**config.mk**
```make
export PLATFORM = sky130hd
export DESIGN_NAME = riscv_alu_muldiv
export DESIGN_NICKNAME = d
export VERILOG_FILES = /design/src/rtl/riscv_alu_muldiv.sv
export SDC_FILE = /design/constraint.sdc
export NUM_CORES = 1
export LEC_CHECK = 0
export ABC_CLOCK_PERIOD_IN_PS = 3400
export CAP_MARGIN = 10
export CELL_PAD_IN_SITES_DETAIL_PLACEMENT = 0
export CELL_PAD_IN_SITES_GLOBAL_PLACEMENT = 1
export CORE_ASPECT_RATIO = 0.5
export CORE_UTILIZATION = 42
export DETAILED_ROUTE_END_ITERATION = 7
export GPL_TIMING_DRIVEN = 0
export PLACE_DENSITY = 0.76
export REMOVE_ABC_BUFFERS = 1
export SYNTH_ARGS = -nofsm -noshare
export SYNTH_HDL_FRONTEND = slang
export SYNTH_SLANG_ARGS = --single-unit
```
**constraint.sdc**
```tcl
create_clock -name clk -period 3.4 [get_ports clk]
set_input_delay 0.34 -clock clk [delete_from_list [all_inputs] [get_ports clk]]
set_output_delay 0.34 -clock clk [all_outputs]
set_load 0.01 [all_outputs]
```
**src/rtl/riscv_alu_muldiv.sv**
```systemverilog
// riscv_alu_muldiv: handshaked RV32 EX-stage ALU with an iterative M-extension unit.
// Base integer ops produce a registered result in the cycle after acceptance.
// MUL/MULH/MULHSU/MULHU use radix-2 shift-add, and DIV/DIVU/REM/REMU use restoring
// division. Both work on operand magnitudes over XLEN iterations, and the sign is
// fixed up when the result is loaded.
// Ports:
//   clk, rst                 clock (rising edge), asynchronous active-high reset
//   in_valid/in_ready        operation request handshake; op/src_a/src_b captured on accept
//   kill                     abort any in-flight or held operation (highest priority)
//   out_valid/out_ready      result handshake; result and flags held while out_ready=0
//   result, zero, negative   registered result and flags derived from it
//   overflow, carryout       ADD/SUB adder flags, 0 for every other op
//   busy                     iterative operation in progress
module riscv_alu_muldiv #(
  parameter int XLEN = 32,
  parameter int SHW  = $clog2(XLEN)
) (
  input  logic            clk,
  input  logic            rst,
  input  logic            in_valid,
  output logic            in_ready,
  input  logic [4:0]      op,
  input  logic [XLEN-1:0] src_a,
  input  logic [XLEN-1:0] src_b,
  input  logic            kill,
  output logic            out_valid,
  input  logic            out_ready,
  output logic [XLEN-1:0] result,
  output logic            zero,
  output logic            negative,
  output logic            overflow,
  output logic            carryout,
  output logic            busy
);

  typedef enum logic [1:0] {S_IDLE, S_BUSY, S_DONE} state_t;

  state_t                r_state, w_state_nxt;
  logic [SHW:0]          r_cnt;
  logic [XLEN-1:0]       r_result;
  logic                  r_ov, r_co;
  logic [XLEN-1:0]       r_hi, r_lo, r_mb;
  logic                  r_div, r_neg_q, r_neg_r, r_b_zero, r_rem_sel, r_mulhi;

  logic                  w_is_m, w_accept;
  logic                  w_sa_signed, w_sb_signed, w_neg_a, w_neg_b;
  logic [XLEN-1:0]       w_mag_a, w_mag_b;
  logic [XLEN+1:0]       w_base;
  logic [XLEN:0]         w_msum, w_dshl, w_ddif;
  logic                  w_dge;
  logic [2*XLEN-1:0]     w_prod, w_prod_fix;
  logic [XLEN-1:0]       w_quo, w_rem, w_m_res;

  // Base ALU: returns {overflow, carryout, result}.
  function automatic logic [XLEN+1:0] alu_base(input logic [4:0] f_op,
                                               input logic [XLEN-1:0] a,
                                               input logic [XLEN-1:0] b);
    logic [XLEN:0]   sum;
    logic [XLEN-1:0] res;
    logic            ov, co;
    logic [SHW-1:0]  sh;
    sh  = b[SHW-1:0];
    sum = '0;
    res = '0;
    ov  = 1'b0;
    co  = 1'b0;
    case (f_op)
      5'd0: res = a & b;
      5'd1: res = a | b;
      5'd2: begin
        sum = {1'b0, a} + {1'b0, b};
        res = sum[XLEN-1:0];
        co  = sum[XLEN];
        ov  = (a[XLEN-1] == b[XLEN-1]) && (res[XLEN-1] != a[XLEN-1]);
      end
      5'd3: begin
        // A + ~B + 1, so carryout means "no borrow" (A >= B unsigned).
        sum = {1'b0, a} + {1'b0, ~b} + (XLEN+1)'(1);
        res = sum[XLEN-1:0];
        co  = sum[XLEN];
        ov  = (a[XLEN-1] != b[XLEN-1]) && (res[XLEN-1] != a[XLEN-1]);
      end
      5'd4:  res = a ^ b;
      5'd5:  res = $unsigned($signed(a) >>> sh);
      5'd6:  res = a << sh;
      5'd7:  res = a >> sh;
      5'd8:  res = {{(XLEN-1){1'b0}}, ($signed(a) < $signed(b))};
      5'd9:  res = {{(XLEN-1){1'b0}}, (a < b)};
      5'd10: res = ~(a | b);
      default: res = '0;
    endcase
    return {ov, co, res};
  endfunction

  assign w_is_m   = (op[4:3] == 2'b10);
  assign in_ready = (r_state == S_IDLE) || ((r_state == S_DONE) && out_ready);
  assign w_accept = in_valid && in_ready && !kill;
  assign w_base   = alu_base(op, src_a, src_b);

  // Operand signedness: op[2] selects divide (op[0]=1 unsigned), otherwise
  // op[1:0] = MUL/MULH (both signed), MULHSU (A only), MULHU (neither).
  assign w_sa_signed = op[2] ? !op[0] : (op[1:0] != 2'b11);
  assign w_sb_signed = op[2] ? !op[0] : !op[1];
  assign w_neg_a     = w_sa_signed && src_a[XLEN-1];
  assign w_neg_b     = w_sb_signed && src_b[XLEN-1];
  assign w_mag_a     = w_neg_a ? (~src_a + XLEN'(1)) : src_a;
  assign w_mag_b     = w_neg_b ? (~src_b + XLEN'(1)) : src_b;

  // One iteration step. Multiply: {hi,lo} holds partial product and multiplier.
  // Divide: hi is the partial remainder, lo shifts dividend out and quotient in.
  // The divide compare is a full-width >= so a zero divisor simply shifts the
  // dividend into hi, leaving remainder = |A| and quotient = all ones.
  assign w_msum = {1'b0, r_hi} + (r_lo[0] ? {1'b0, r_mb} : '0);
  assign w_dshl = {r_hi, r_lo[XLEN-1]};
  assign w_dge  = (w_dshl >= {1'b0, r_mb});
  assign w_ddif = w_dshl - {1'b0, r_mb};

  assign w_prod     = {r_hi, r_lo};
  assign w_prod_fix = r_neg_q ? (~w_prod + (2*XLEN)'(1)) : w_prod;
  assign w_quo      = r_neg_q ? (~r_lo + XLEN'(1)) : r_lo;
  assign w_rem      = r_neg_r ? (~r_hi + XLEN'(1)) : r_hi;

  always_comb begin
    w_m_res = '0;
    if (r_div) begin
      if (r_rem_sel)     w_m_res = w_rem;
      else if (r_b_zero) w_m_res = '1;
      else               w_m_res = w_quo;
    end else begin
      w_m_res = r_mulhi ? w_prod_fix[2*XLEN-1:XLEN] : w_prod_fix[XLEN-1:0];
    end
  end

  always_ff @(posedge clk or posedge rst) begin
    if (rst) r_state <= S_IDLE;
    else     r_state <= w_state_nxt;
  end

  always_comb begin
    w_state_nxt = r_state;
    case (r_state)
      S_IDLE: if (w_accept) w_state_nxt = w_is_m ? S_BUSY : S_DONE;
      S_BUSY: if (r_cnt == '0) w_state_nxt = S_DONE;
      S_DONE: if (out_ready) begin
        if (w_accept) w_state_nxt = w_is_m ? S_BUSY : S_DONE;
        else          w_state_nxt = S_IDLE;
      end
      default: w_state_nxt = S_IDLE;
    endcase
    if (kill) w_state_nxt = S_IDLE;
  end

  // Control, result and flag registers.
  always_ff @(posedge clk or posedge rst) begin
    if (rst) begin
      r_cnt    <= '0;
      r_result <= '0;
      r_ov     <= 1'b0;
      r_co     <= 1'b0;
    end else if (w_accept) begin
      r_cnt <= (SHW+1)'(XLEN);
      if (!w_is_m) {r_ov, r_co, r_result} <= w_base;
    end else if ((r_state == S_BUSY) && !kill) begin
      if (r_cnt == '0) begin
        r_result <= w_m_res;
        r_ov     <= 1'b0;
        r_co     <= 1'b0;
      end else begin
        r_cnt <= r_cnt - (SHW+1)'(1);
      end
    end
  end

  // Iteration datapath, unreset: always reloaded on accept before use.
  always_ff @(posedge clk) begin
    if (w_accept && w_is_m) begin
      r_hi      <= '0;
      r_lo      <= w_mag_a;
      r_mb      <= w_mag_b;
      r_div     <= op[2];
      r_neg_q   <= w_neg_a ^ w_neg_b;
      r_neg_r   <= w_neg_a;
      r_b_zero  <= (src_b == '0);
      r_rem_sel <= op[1];
      r_mulhi   <= (op[1:0] != 2'b00);
    end else if ((r_state == S_BUSY) && (r_cnt != '0)) begin
      if (r_div) begin
        r_hi <= w_dge ? w_ddif[XLEN-1:0] : w_dshl[XLEN-1:0];
        r_lo <= {r_lo[XLEN-2:0], w_dge};
      end else begin
        r_hi <= w_msum[XLEN:1];
        r_lo <= {w_msum[0], r_lo[XLEN-1:1]};
      end
    end
  end

  assign out_valid = (r_state == S_DONE);
  assign busy      = (r_state == S_BUSY);
  assign result    = r_result;
  assign zero      = (r_result == '0);
  assign negative  = r_result[XLEN-1];
  assign overflow  = r_ov;
  assign carryout  = r_co;

endmodule
```
# Word level (Yosys, flattened, before mapping)

Index checks and enable logic that the tools add are counted.

Bits in registers: 144
Latch bits: 0
RAM bits: 0
ROM bits: 0
Input bits: 74
Output and inout bits: 39
Word-level logic and storage cells: 131
Memories: 0

$add $sub $neg: 11
$mul: 0
Divide/modulo/power cells: 0
Magnitude comparators: 3
Equality and inequality tests: 23
Shift-type cells: 3
Multiplexer cells: 40
Bitwise logic cells: 10
Reductions and logical operators: 27

Operators with widths:

| cell                                          | number |
|---|---|
| 2-to-1 mux 32 bit                             | 18 |
| case mux 32 bit (11 select lines)             | 1 |
| inverter 32 bit                               | 5 |
| adder 32 x 1 -> 32 bit, second input constant | 4 |
| adder 32 x 32 -> 33 bit                       | 3 |
| adder 64 x 1 -> 64 bit, second input constant | 1 |
| logical NOT 32 bit                            | 2 |
| less-than comparator 32 bit                   | 2 |
| 2-to-1 mux 64 bit                             | 1 |
| inverter 64 bit                               | 1 |
| adder 33 x 1 -> 33 bit, second input constant | 1 |
| >= comparator 33 x 32 -> 1 bit                | 1 |
| bitwise AND 32 bit                            | 1 |
| bitwise OR 32 bit                             | 1 |
| << shifter 32 x 5 -> 32 bit                   | 1 |
| >> shifter 32 x 5 -> 32 bit                   | 1 |
| >>> shifter 32 x 5 -> 32 bit                  | 1 |
| subtractor 32 bit                             | 1 |
| XOR 32 bit                                    | 1 |
| == test 5 x 3 -> 1 bit, second input constant | 4 |
| 2-to-1 mux 6 bit                              | 3 |
| == test 5 x 4 -> 1 bit, second input constant | 3 |
| 2-to-1 mux 2 bit                              | 6 |
| == test 5 x 2 -> 1 bit, second input constant | 2 |
| 23 further kinds                              | 52 |

# Depth between registers and ports, before layout

Gate-level depths: netlist (run 1).

Depth after elaboration: 9
Gate-level depth with buffers: 17
Depth with buffers taken out: 14

# Least setup slack after synthesis (run 1)

No wires, ideal clock.

Path kind: input to register
Start: input port src_b[2]
End: register r_result[28], in the netlist result[28]
Library setup time: 120 ps
Data arrival time: 4340 ps
Data required time: 3280 ps
Path slack: -1061 ps
Stages on the path: 17
Path buffers: 5
Path through: clkbuf_1 inv_1 clkbuf_1 buf_1 clkbuf_1 ha_1 buf_2 nor3_1 o31ai_1 a21oi_1 a2111oi_2 o31ai_1 a31oi_1 o31a_1 o21ai_0 o211ai_1 a31o_2

Longest elaborated chain between the ends: 6
Elaborated cells between the ends (all ways): 10
Those cells by class: add/sub: 3; shift: 3; mux: 3; bitwise: 1

RTL lines:

| what                                  | RTL line | source |
|---|---|---|
| start, declared                       | 24       | `input logic [XLEN-1:0] src_b,` |
| inverter 32 bit                       | 78       | `sum = {1'b0, a} + {1'b0, ~b} + (XLEN+1)'(1);` |
| adder 32 x 32 -> 33 bit               | 78       |  |
| adder 33 x 1 -> 33 bit                | 78       |  |
| case mux 32 bit (11 select lines) (*) | 67       | `case (f_op)` |
| 2-to-1 mux 32 bit (*)                 | 162      | `if (!w_is_m) {r_ov, r_co, r_result} <= w_base;` |
| 2-to-1 mux 32 bit (*)                 | 160      | `end else if (w_accept) begin` |
| end signal, assigned                  | 162      |  |
| end signal, assigned                  | 165      | `r_result <= w_m_res;` |
| end, declared                         | 40       | `logic [XLEN-1:0] r_result;` |

Every way passes the cells marked *; elsewhere a longest branch is shown, timed or not. The select of a mux whose other input is x is not followed.
A chain may end at the register's enable or synchronous reset.

# Worst setup path in the final report (run 1)

Start: input port out_ready
End: register r_result[3], in the netlist result[3]

Longest elaborated chain between the ends: 6
Elaborated cells between the ends (all ways): 9
Those cells by class: eq/ne: 1; mux: 1; reduce/logical: 7

RTL lines:

| what                                                                 | RTL line | source |
|---|---|---|
| start, declared                                                      | 27       | `input logic out_ready,` |
| logical AND 1 bit (*)                                                | 96       | `assign in_ready = (r_state == S_IDLE) \|\| ((r_state == S_DONE) && out_ready);` |
| logical OR 1 bit (*)                                                 | 96       |  |
| logical AND 1 bit (*) (2 in series)                                  | 97       | `assign w_accept = in_valid && in_ready && !kill;` |
| != test 2 bit (no line) / nonzero test 2 bit (equally long branches) | --       |  |
| AND reduction 3 bit (no line)                                        | --       |  |

Every way passes the cells marked *; elsewhere a longest branch is shown, timed or not.

==> impl_metrics.csv, run 1 <==
group,metric,value,unit
synth,syn_area,22800,um^2
global_route,grt_busiest_layer,"met1",
power_and_ir_drop,internal_power,6520,uW
global_route,grtUsageMet3,6.37,%
clock_network,insertion_delay,0.44,ns
worst_setup_path,slowest_delay,1.00,ns
worst_setup_path,critPathSlowestCell,"or3_1",
layout,fill_cells,5169,
global_route,grt_util_met2,52.2,%
power_and_ir_drop,power_frac_seq,24.2,%
worst_setup_path,path_class,"input pin to flop",
clock_network,h-tree-depth,4,
sta,hold_viol_final,0,
floorplanning,initial_utilization,43.1,%
global_route,gr-total-overflow,0,
worst_setup_path,cp_max_fo,19,
layout,design_area,27100,um^2
sta,finalCritPeriodShare,101,%
worst_setup_path,worst-path-buf-inv,2,
drt,dr.pass1.iters,7,
drt,drtIter0Drc,3661,
sta,setup_slack,-0.0487,ns
synth,yosys_warnings,0,
power_and_ir_drop,p_clk_share,15.5,%
worst_setup_path,critical_path.cell_chain,"clkdlybuf4s50_1 > inv_1 > a21oi_1 > nand3b_1 > or3_1 > a31oi_1 > a31oi_1 > a31oi_1",
worst_setup_path,critPathCaptureType,"flop",
synth,synth_top_area_share,9.78,%
status,violations,"setup timing",
floorplanning,dieArea,55200,um^2
drt,post_drt_wl_per_cell,27.5,um
status,status,"complete, but fails checks",
global_route,gr-usage-all-layers,35.9,%
sta,drv_slew,0,
drt,drt_wl_total,104000,um
sta,max_slew_margin,13.7,%
global_route,grt_pass1_vias,23152,
worst_setup_path,start_kind,"input pin",
synth,ys_top_cells_by_area,"ha_1 (9.8%), edfxtp_1 (9.2%), mux4_2 (5.6%), o21ai_0 (5.5%), nand2_1 (5.2%)",
global_route,antenna_found_initial,4,
synth,synth_top_cell_by_area,"ha_1",
worst_setup_path,crit_required,3.76,ns
drt,routed-via-count,25444,
synth,yosys_most_used_dff,"edfxtp_1",
sta,finalCriticalPeriod,3.45,ns
synth,synth_edf_count,70,
floorplanning,die_h,167,um
power_and_ir_drop,p_per_area,466,nW/um^2
worst_setup_path,cp_data_arrival_time,3.81,ns
floorplanning,die_x,331,um
place,dpl.hpwl,76400,um
power_and_ir_drop,swShare,48.5,%
worst_setup_path,cpMostUsedCell,"a31oi_1",
floorplanning,io_pins,113,
place,io_buffers,112,
place,gp_congestion,0.982,
sta,rsz0062_at_grt,"yes",
flow_run,maxCapViolCount,0,
drt,viasPerCell,6.72,
synth,ys_ff_latch,144,
synth,syn_inst,3047,
synth,avgSynthCellArea,7.47,um^2
place,placed_area,24400,um^2
worst_setup_path,cpLargestDelayFamily,"simple AND/OR/NAND/NOR gates",
power_and_ir_drop,combPwrFrac,60.3,%
drt,drc,0,
sta,max_freq,290,MHz
layout,area_growth,19.2,%
floorplanning,rows,59,
clock_network,tritoncts.num_buffers,17,
global_route,grt_pass1_wl,152000,um
sta,fin_skew,0.0242,ns
synth,async_reset_ff_share,29.2,%
sta,tightest_slew,1.29,ns
clock_network,cts-root-buf,"clkbuf_16",
power_and_ir_drop,leakage,0.0107,uW
global_route,grt_max_degree,109,
power_and_ir_drop,switchingPower,6130,uW
floorplanning,design.core.area,52800,um^2
clock_network,cts_num_sinks,144,
clock_network,clockBufferDepth,2,
power_and_ir_drop,power,12700,uW
clock_network,cts_tree,"built",
layout,drive_gt1_share,16.4,%
power_and_ir_drop,ir_worst_vdd,323,uV
clock_network,path_clk_slew,0.07,ns
synth,ys_types,86,
global_route,met1_usage,53.8,%
drt,ant_nets,0,
layout,finalNetCount,3325,
sta,setup_violations,2,
synth,yosysSeqAreaShare,16.7,%
hold_path,hold_class,"input pin to async pin",
## kinds of logic (layout without fill, tap and decap cells)
kind of cell,after synthesis,in the layout,share of synthesized area (%)
compound gates,1019,1019,29.7
xor+xnor,207,207,7.96
fa+ha+maj,182,182,10.1
buf+inv,395,428,6.63
flops,144,144,16.7
mux,145,145,9.57
other cells,0,1,0
simple gates,955,957,19.4
## per-stage QoR
step	setup TNS (ns)	std cells	utilization [%]	hold WS [ns]	setup WS, ns
4_1_cts	-0.169	3737	49.6	0.138	-0.137
6_report	-0.0558	3784	51.4	0.136	-0.0487
2_1_floorplan	-86.17	2815	-	0.439	-1.49
3_5_place_dp	-215.81	3653	46.3	0.509	-2.60
3_3_place_gp	-721.98	3628	45.2	0.517	-5.49
5_1_grt	-0.868	3783	51.4	0.145	-0.155
## flip-flops by register name (all words and copies together) (netlist names)
signal,cells
r_mulhi,1
r_b_zero,1
r_mb,32
r_rem_sel,1
r_div,1
overflow,1
r_state,2
r_neg_r,1
r_cnt,6
carryout,1
r_neg_q,1
r_lo,32
result,32
r_hi,32
## layout make-up
class                   count  area (um^2)  area share, %
clock buffers              17          425           1.57
flip-flops and latches    144         3820           14.1
repair inverters            4         22.5         0.0830
well taps                 701          877           3.23
multi-input cells        2510        18700           68.8
repair buffers            229         2490           9.17
clock inverters            15          161          0.595
inverters                 163          682           2.51
diodes                      1         2.50        0.00922
## synthesized netlist by cell type, types with 38 or more instances
| cell type | number |
|---|---|
| nand2_1 | 315 |
| a221oi_1 | 52 |
| nor2_1 | 293 |
| o21ai_0 | 252 |
| a21o_1 | 45 |
| xor2_1 | 83 |
| dfrtp_1 | 42 |
| edfxtp_1 | 70 |
| a211oi_1 | 38 |
| mux2i_1 | 76 |
| xnor2_1 | 124 |
| a21oi_1 | 226 |
| clkbuf_1 | 195 |
| a31oi_1 | 52 |
| mux4_2 | 57 |
| inv_1 | 157 |
| o31ai_1 | 44 |
| ha_1 | 178 |
| nor3_1 | 53 |
| nand3_1 | 61 |
## power groups by stage
stage / sequential, uW / clock, uW / combinational (uW)
after CTS: 3000 / 1960 / 7050
after global placement: 3010 / 0 / 6480
after detailed placement: 3010 / 0 / 6520
after global routing: 3110 / 2040 / 8230
after floorplan: 2720 / 0 / 4600
final: 3070 / 1960 / 7630
## worst register-to-register path, cell delays in order, from the launching register on
cell	delay (ns)
dfxtp_1	0.47
nor4_1	0.49
or4b_1	0.65
nor2_1	0.20
nor4b_1	0.44
nand2b_1	0.13
nand2_1	0.12
xnor2_1	0.16
a221oi_1	0.12
a21oi_2	0.33
o211ai_1	0.17
## cells in the final DEF, fill, tap and decap left out, drive strengths merged, types with 34 or more instances in the layout
master / count
ha: 178
a211oi: 38
o21ai: 256
o211ai: 34
dfrtp: 42
a31oi: 52
clkdlybuf4s50: 61
nand4: 34
nand2: 315
xnor2: 124
buf: 124
inv: 160
nor2: 293
edfxtp: 70
mux2i: 76
a21oi: 226
o31ai: 44
a21o: 45
nand3: 61
mux4: 57
nor4: 36
nor3: 53
xor2: 83
a221oi: 52
## final timing paths
kind / start / endpoint / slack [ns] / cells past startpoint
setup reg to reg: r_hi[15] / result[27] / -0.01 / 10
hold / removal: rst / r_state[1] / 0.14 / 2
min in group clk: src_b[5] / r_mb[5] / 0.34 / 2
setup / recovery: out_ready / result[3] / -0.05 / 8
max in group asynchronous: rst / result[11] / 2.80 / 3
hold reg to reg: result[6] / result[6] / 0.54 / 2
## layer usage
metal | wire length, um | share of wire (%)
met5 | 33 | 0.032
met1 | 46200 | 44
met3 | 11800 | 11
met2 | 43200 | 42
met4 | 2840 | 2.7
## repair_timing
action,in CTS,in global routing
resized for setup,274,187
hold buffers,0,0
pin swaps,22,40
cloned,10,3
setup endpoints to repair,181,64
setup buffers,42,43
No activity file was read; power rests on OpenSTA's default activity.
==> run 2, diff against run 1 <==
--- a/config.mk
+++ b/config.mk
@@ -5,7 +5,7 @@
 export SDC_FILE = /design/constraint.sdc
 export NUM_CORES = 1
 export LEC_CHECK = 0
-export ABC_CLOCK_PERIOD_IN_PS = 3400
+export ABC_CLOCK_PERIOD_IN_PS = 2900
 export CAP_MARGIN = 10
 export CELL_PAD_IN_SITES_DETAIL_PLACEMENT = 0
 export CELL_PAD_IN_SITES_GLOBAL_PLACEMENT = 1
==> constraint.sdc (replaced) <==
create_clock -name clk -period 2.9 [get_ports clk]
set_input_delay 0.29 -clock clk [delete_from_list [all_inputs] [get_ports clk]]
set_output_delay 0.29 -clock clk [all_outputs]
set_load 0.01 [all_outputs]
==> impl_metrics.csv, run 2 (synthesis results as in run 1) <==
group,metric,value,unit
status,status,"complete, but fails checks",
status,violations,"setup timing",
place,gp_congestion,0.982,
worst_setup_path,critPathCaptureType,"flop",
worst_setup_path,path_class,"flop to flop",
sta,finalCritPeriodShare,111,%
clock_network,path_clk_slew,0.08,ns
drt,routed.top_layer,"met4",
drt,drt_wl_total,111000,um
sta,hold_ws,0.0831,ns
layout,mostFrequentLayoutCells,"nand2_1 (298), nor2_1 (263), buf_4 (225), o21ai_0 (183), a21oi_1 (177)",
sta,fin_skew,0.0195,ns
drt,drtIter0Drc,3823,
sta,tightest_slew,1.44,ns
clock_network,cts-root-buf,"clkbuf_16",
clock_network,tritoncts.num_buffers,17,
layout,drive_gt1_share,28.7,%
worst_setup_path,cpMostUsedCell,"o31a_1",
clock_network,insertion_delay,0.45,ns
drt,viasPerCell,6.77,
drt,routed-via-count,26814,
power_and_ir_drop,power,17000,uW
place,placed_area,24400,um^2
power_and_ir_drop,p_per_area,554,nW/um^2
sta,setup_slack,-0.323,ns
layout,mostFrequentLayoutCell,"nand2_1",
clock_network,cts_tree,"built",
sta,max_slew_margin,3.77,%
sta,finalCriticalPeriod,3.22,ns
layout,area_growth,34.5,%
worst_setup_path,crit_required,3.28,ns
layout,final_core_util,58.0,%
floorplanning,design.core.area,52800,um^2
drt,dr.pass1.iters,8,
worst_setup_path,start_kind,"flop",
power_and_ir_drop,ir_worst_vdd,406,uV
clock_network,h-tree-depth,4,
clock_network,cts_num_sinks,144,
layout,design_area,30600,um^2
drt,drc,0,
drt,wl_met1,46900,um
sta,setup_violations,50,
layout,antenna_cells,0,
floorplanning,io_pins,113,
place,io_buffers,112,
worst_setup_path,critical_path.cell_chain,"and2_4 > ha_4 > inv_2 > fa_2 > nor2b_4 > o31a_1 > o31a_1 > o21ai_2 > o21ai_4 > a221oi_4 > a211o_1 > xor2_1 > a221o_1 > a21oi_1",
place,dpl.hpwl,76400,um
floorplanning,die_h,167,um
global_route,gr-total-overflow,0,
floorplanning,die_x,331,um
worst_setup_path,cp_max_fo,3,
sta,hold_viol_final,0,
global_route,grt_max_degree,109,
sta,drv_slew,0,
worst_setup_path,cp_data_arrival_time,3.60,ns
clock_network,clockBufferDepth,2,
floorplanning,initial_utilization,43.1,%
drt,ant_nets,0,
power_and_ir_drop,leakage,0.0120,uW
global_route,grt_pass1_wl,160000,um
worst_setup_path,slowest_delay,0.44,ns
layout,finalNetCount,3505,
sta,max_freq,310,MHz
floorplanning,dieArea,55200,um^2
sta,rsz0062_at_grt,"yes",
floorplanning,rows,59,
global_route,gr-usage-all-layers,37.9,%
drt,dr_wl_met3,13500,um
drt,post_drt_wl_per_cell,28.1,um
flow_run,maxCapViolCount,0,
worst_setup_path,critPathSlowestCell,"edfxtp_1",
hold_path,hold_class,"input pin to async pin",
global_route,grt_pass1_vias,24550,
drt,dr_wl_met2,46800,um
global_route,antenna_found_initial,2,
==> run 2: changes by cell type in the layout (fill, tap and decap cells not counted), moves of 17 or more <==
cell / change
a21oi_1: -29
a21oi_2: +26
buf_4: +141
buf_6: +28
ha_1: -33
ha_4: +37
inv_1: -25
inv_2: +17
nor2_1: -17
o21ai_0: -48
o21ai_1: +23
==> run 2: path summary, 6_finish.rpt <==
path / to / from / cells past startpoint / slack (ns)
setup / recovery: r_hi[27] / r_lo[0] / 14 / -0.32
hold / removal: r_state[1] / rst / 2 / 0.08
setup reg to reg: r_hi[27] / r_lo[0] / 14 / -0.32
hold reg to reg: result[6] / result[6] / 2 / 0.54
max in group asynchronous: result[11] / rst / 3 / 2.35
min in group clk: r_mb[6] / src_b[6] / 2 / 0.24
==> run 2: critical path: cells and delay by family (launching register included) <==
kind / cells / cell delay (ns)
AOI/OAI and AO/OA: 8 / 1.67
buffers and inverters: 1 / 0.04
xor gates and xnor gates: 1 / 0.16
DFF: 1 / 0.44
adders and majority gates: 2 / 0.53
and+or+nand+nor: 2 / 0.32
==> run 2: metrics by stage <==
step,setup WS [ns],instances,setup TNS (ns)
after floorplan,-1.95,2815,-161.71
after global placement,-5.94,3628,-813.14
after detailed placement,-3.05,3653,-305.46
after CTS,-0.362,3861,-7.10
after global routing,-0.427,3963,-13.24
final,-0.323,3963,-8.27
==> run 2: final cells by class <==
cell class / count / area (um^2)
clock buffers: 17 / 425
inverters: 163 / 738
repair buffers: 408 / 4240
flip-flops and latches: 144 / 3850
well taps: 701 / 877
multi-input cells: 2511 / 20300
fillers: 4787 / 22200
clock inverters: 15 / 161
repair inverters: 4 / 22.5
==> run 2: power by group <==
group | switching [uW] | internal (uW)
registers | 1090 | 2620
logic | 5910 | 5020
clock network | 1080 | 1230
==> run 2: what timing repair did <==
action	4_1_cts	5_1_grt
endpoints found under the setup margin	191	112
gates resized for setup	695	310
setup buffers	158	110
hold buffers	0	0
pin swaps	129	159
cloned	18	1
==> run 2: metal layers <==
layer / track usage (%) / vias up
met2: 56.1 / 1735
li1: - / 11747
met5: 0 / -
met1: 54.8 / 13058
met3: 7.78 / 274
met4: 12.1 / 0
